<file path="src/rtl/disparity_stream_scheduler.sv">
// Pairs the disparity/confidence stream with the decimated gray stream into framed
// output beats (sof/eol/eof). One frame is armed per start pulse; frame_done marks the drained eof.
module disparity_stream_scheduler #(
    parameter int dec_factor = 2,
    parameter int frame_w    = 240,
    parameter int frame_h    = 480,
    parameter int disp_w     = 13
) (
    input  logic              clk,
    input  logic              reset,
    input  logic              start,
    input  logic [disp_w-1:0] disp_data,
    input  logic              disp_valid,
    output logic              disp_ready,
    input  logic [7:0]        gray_data,
    input  logic              gray_valid,
    output logic              gray_ready,
    output logic [disp_w+7:0] out_data,
    output logic              out_valid,
    input  logic              out_ready,
    output logic              out_sof,
    output logic              out_eol,
    output logic              out_eof,
    output logic              busy,
    output logic              frame_done
);

    localparam int out_w = frame_w / dec_factor;
    localparam int out_h = frame_h / dec_factor;
    localparam int xw    = (out_w > 1) ? $clog2(out_w) : 1;
    localparam int yw    = (out_h > 1) ? $clog2(out_h) : 1;

    typedef enum logic [1:0] {
        IDLE  = 2'd0,
        RUN   = 2'd1,
        DRAIN = 2'd2
    } state_t;

    state_t        state, state_nxt;
    logic [xw-1:0] x;
    logic [yw-1:0] y;
    logic          space;
    logic          fire;
    logic          arm;
    logic          x_last;
    logic          y_last;

    always_comb begin
        state_nxt = state;
        arm       = 1'b0;
        x_last    = (x == xw'(out_w - 1));
        y_last    = (y == yw'(out_h - 1));
        space     = !out_valid || out_ready;
        fire      = (state == RUN) && disp_valid && gray_valid && space;
        case (state)
            // frame_done is high during the first IDLE cycle; a start there is dropped
            IDLE: begin
                if (start && !frame_done) begin
                    state_nxt = RUN;
                    arm       = 1'b1;
                end
            end
            RUN: begin
                if (fire && x_last && y_last) state_nxt = DRAIN;
            end
            DRAIN: begin
                if (out_valid && out_ready) state_nxt = IDLE;
            end
            default: state_nxt = IDLE;
        endcase
    end

    assign disp_ready = fire;
    assign gray_ready = fire;
    assign busy       = (state != IDLE);

    always_ff @(posedge clk or posedge reset) begin
        if (reset) begin
            state      <= IDLE;
            frame_done <= 1'b0;
        end else begin
            state      <= state_nxt;
            frame_done <= (state == DRAIN) && out_valid && out_ready;
        end
    end

    always_ff @(posedge clk or posedge reset) begin
        if (reset) begin
            x <= '0;
            y <= '0;
        end else if (arm) begin
            x <= '0;
            y <= '0;
        end else if (fire) begin
            if (x_last) begin
                x <= '0;
                y <= y_last ? '0 : y + yw'(1);
            end else begin
                x <= x + xw'(1);
            end
        end
    end

    // Single output register; data holds when the beat drains, only valid and markers clear
    always_ff @(posedge clk or posedge reset) begin
        if (reset) begin
            out_data  <= '0;
            out_valid <= 1'b0;
            out_sof   <= 1'b0;
            out_eol   <= 1'b0;
            out_eof   <= 1'b0;
        end else if (fire) begin
            out_data  <= {gray_data, disp_data};
            out_valid <= 1'b1;
            out_sof   <= (x == '0) && (y == '0);
            out_eol   <= x_last;
            out_eof   <= x_last && y_last;
        end else if (out_ready) begin
            out_valid <= 1'b0;
            out_sof   <= 1'b0;
            out_eol   <= 1'b0;
            out_eof   <= 1'b0;
        end
    end

endmodule

</file>
<file path="config.mk">
export PLATFORM = sky130hd
export DESIGN_NAME = disparity_stream_scheduler
export DESIGN_NICKNAME = d
export VERILOG_FILES = /design/src/rtl/disparity_stream_scheduler.sv
export SDC_FILE = /design/constraint.sdc
export NUM_CORES = 1
export LEC_CHECK = 0
export ABC_AREA = 1
export CAP_MARGIN = 0
export CORE_ASPECT_RATIO = 0.75
export CORE_UTILIZATION = 53
export CTS_CLUSTER_SIZE = 20
export DETAILED_ROUTE_END_ITERATION = 8
export MAX_ROUTING_LAYER = met4
export PLACE_DENSITY = 0.89
export SYNTH_ARGS = -nofsm -noshare
export SYNTH_HDL_FRONTEND = slang
export SYNTH_SLANG_ARGS = --single-unit
</file>
<file path="constraint.sdc">
create_clock -name clk -period 4.6 [get_ports clk]
set_clock_uncertainty 0.2 [all_clocks]
set_input_delay 0.92 -clock clk [delete_from_list [all_inputs] [get_ports clk]]
set_output_delay 0.92 -clock clk [all_outputs]
set_load 0.01 [all_outputs]
</file>
==> results.cfg <==
[run_status]
status = complete, no violations

[timing]
max-slew-margin-rel = 0.653
finalSetupTns_ns = 0
min_period_ns = 3.58
rsz0062_at_grt = no
fmax_ghz = 0.280
fin_crit_sh = 0.777
hold_viol = 0
drv_slew = 0
tightest_slew_ns = 0.520
finalSetupViolations = 0

[logic_synthesis]
ys_ff_latch = 43
synth_area_leaders = dfrtp_1 48%, nand2_1 16%, nand2_2 7.0%, nand3_1 4.9%, inv_1 3.7%
synth_cells = 270
synth_nets = 301
yosysTopAreaCell = dfrtp_1
netlist.area_leader.share = 0.478
ys_seq_area_frac = 0.478
syn_avg_cell_area_um2 = 8.33
synth.distinct_cells = 28
synth_area_mm2 = 0.00225
yosysWarnings = 0

[power_and_ir_drop]
peakVddDrop_mv = 0.223
powerDensity_mw_per_mm2 = 375
p_leak_nw = 1.50

[drt]
vias = 1905
drtPass1Iterations = 4
routed_wl_um = 4930
viasPerCell = 4.96
avgRoutedWirePerCell_um = 12.8
postRouteAntennaNets = 0
drt_iter0_markers = 142
drc = 0

[cts]
cts_resized = 0
cts_tree = yes
cts_inserted_buffers = 5
clk_pin_slew_ns = 0.07
cts_buffer_depth = 2
cts_root_buf = clkbuf_8
post_cts_buffers = 0
ctsHoldBuffers = 0
cts.sinks = 43
cts_htree_levels = 2
insertion_delay_ns = 0.30

[global_routing]
grt_use_total = 0.253
antenna_found_initial = 0
grt_max_degree = 44
grt_pass1_vias = 1781
grt_pass1_wl_um = 8360
grt.overflow.total = 0

[worst_setup_path]
reg2reg_to = y[5]
ff2ff_setup_slack_ns = 2.66
reg2regPathDepth = 8
end_kind = primary output
timing.rr.start = state[1]
cp_max_fo = 6
setup.worst_path.class = input pin to primary output
cp.arrival_ns = 2.46
crit_required_ns = 3.48
startpoint_type = input pin

[placement]
place_hpwl_um = 3630
place_congestion = 0.974
portBuffers = 55
place_area_mm2 = 0.00282

[hold_path]
min_path_type = register to register
min_from = state[0]
hold_path_end = frame_done
whs_path_depth = 1

[cells_and_area]
n_fill_cell = 324
final_cell_mix = 96 x nand2_1, 55 x clkdlybuf4s50_1, 43 x dfrtp_1
drive_gt1_frac = 0.155
layout_commonest_cell = nand2_1
design_area_mm2 = 0.00292
syn2layout_area_growth_pct = 29.8
diodes = 0
final_nets = 359

[die]
initial_utilization = 0.555
core_mm2 = 0.00405
die_area_mm2 = 0.00451
ioPinCount = 56
die_x_um = 77.2
die_h_um = 58.4
rows = 20

[job]
maxCapViolations = 0
## area by class of cell
type	instances	area (um2)	area share
tap	55	68.8	0.0236
inverter	28	108	0.0369
clock inverter	1	7.51	0.00257
sequential	43	1080	0.369
clock buffer	7	96.3	0.0330
timing repair buffer	57	566	0.194
multi-input combinational	193	997	0.342
## how the worst max path moves through the flow
stage / start / end / slack (ns) / depth (start not counted)
after detailed placement: out_ready / disp_ready / 1.01 / 6
after global placement: out_ready / disp_ready / 1.07 / 6
after CTS: out_ready / disp_ready / 1.00 / 6
after floorplan: out_ready / gray_ready / 1.81 / 7
after global routing: out_ready / disp_ready / 0.96 / 6
final: out_ready / disp_ready / 1.02 / 6
## worst max-delay path, cell delays in order
cell and delay, ns:
clkdlybuf4s50_1 0.48, inv_2 0.07, nand2_1 0.17, inv_1 0.08, nor2_2 0.17, clkdlybuf4s50_1 0.56
## flip-flops by register name, summed over array words and instances, names as in the netlist
signal and count:
out_data 21, frame_done 1, out_sof 1, x 7, state 2, out_eof 1, y 8, out_valid 1
out_eol 1
## stage by stage
step | setup WS (ns) | instances | hold WS, ns | total power [W] | utilization
floorplan | 1.81 | 270 | 0.230 | 0.000685 | -
global placement | 1.07 | 376 | 0.246 | 0.000823 | 0.694
detailed placement | 1.01 | 376 | 0.247 | 0.000839 | 0.694
CTS | 1.00 | 384 | 0.257 | 0.00110 | 0.720
global route | 0.958 | 384 | 0.299 | 0.00116 | 0.720
finish | 1.02 | 384 | 0.256 | 0.00109 | 0.720
## Yosys cell counts (all sizes together)
| cell type | instances |
|---|---|
| buf | 6 |
| o211ai | 1 |
| nor3 | 4 |
| or2 | 1 |
| nor4 | 1 |
| dfrtp | 43 |
| ha | 4 |
| inv | 28 |
| nor2 | 18 |
| nand2 | 121 |
| xor2 | 6 |
| nand3 | 24 |
| nand4 | 6 |
| a21oi | 1 |
| o21ai | 6 |
## layer usage
| layer | track usage | vias up | routed length (um) |
|---|---|---|---|
| li1 | - | 958 | - |
| met2 | 0.397 | 50 | 2380 |
| met4 | 0.105 | 0 | 94 |
| met1 | 0.322 | 888 | 2230 |
| met5 | - | - | 0 |
| met3 | 0.0558 | 9 | 224 |
## cells by family (layout without fill, tap and decap cells)
family / after synthesis / in the layout / synth area share
flip-flops: 43 / 43 / 0.478
AND/OR/NAND/NOR: 175 / 175 / 0.379
adder cells (fa/ha/maj): 4 / 4 / 0.0222
AO/OA/AOI/OAI: 8 / 8 / 0.0189
XOR/XNOR: 6 / 6 / 0.0234
buffers and inverters: 34 / 93 / 0.0784
## power by group
part / internal, W / leakage (nW) / switching, W
combinational: 0.000159 / 0.894 / 0.000163
sequential: 0.000447 / 0.554 / 0.0000610
clock: 0.000136 / 0.0505 / 0.000126
total: 0.000743 / 1.50 / 0.000350
Power figures use the tool's default switching activity.
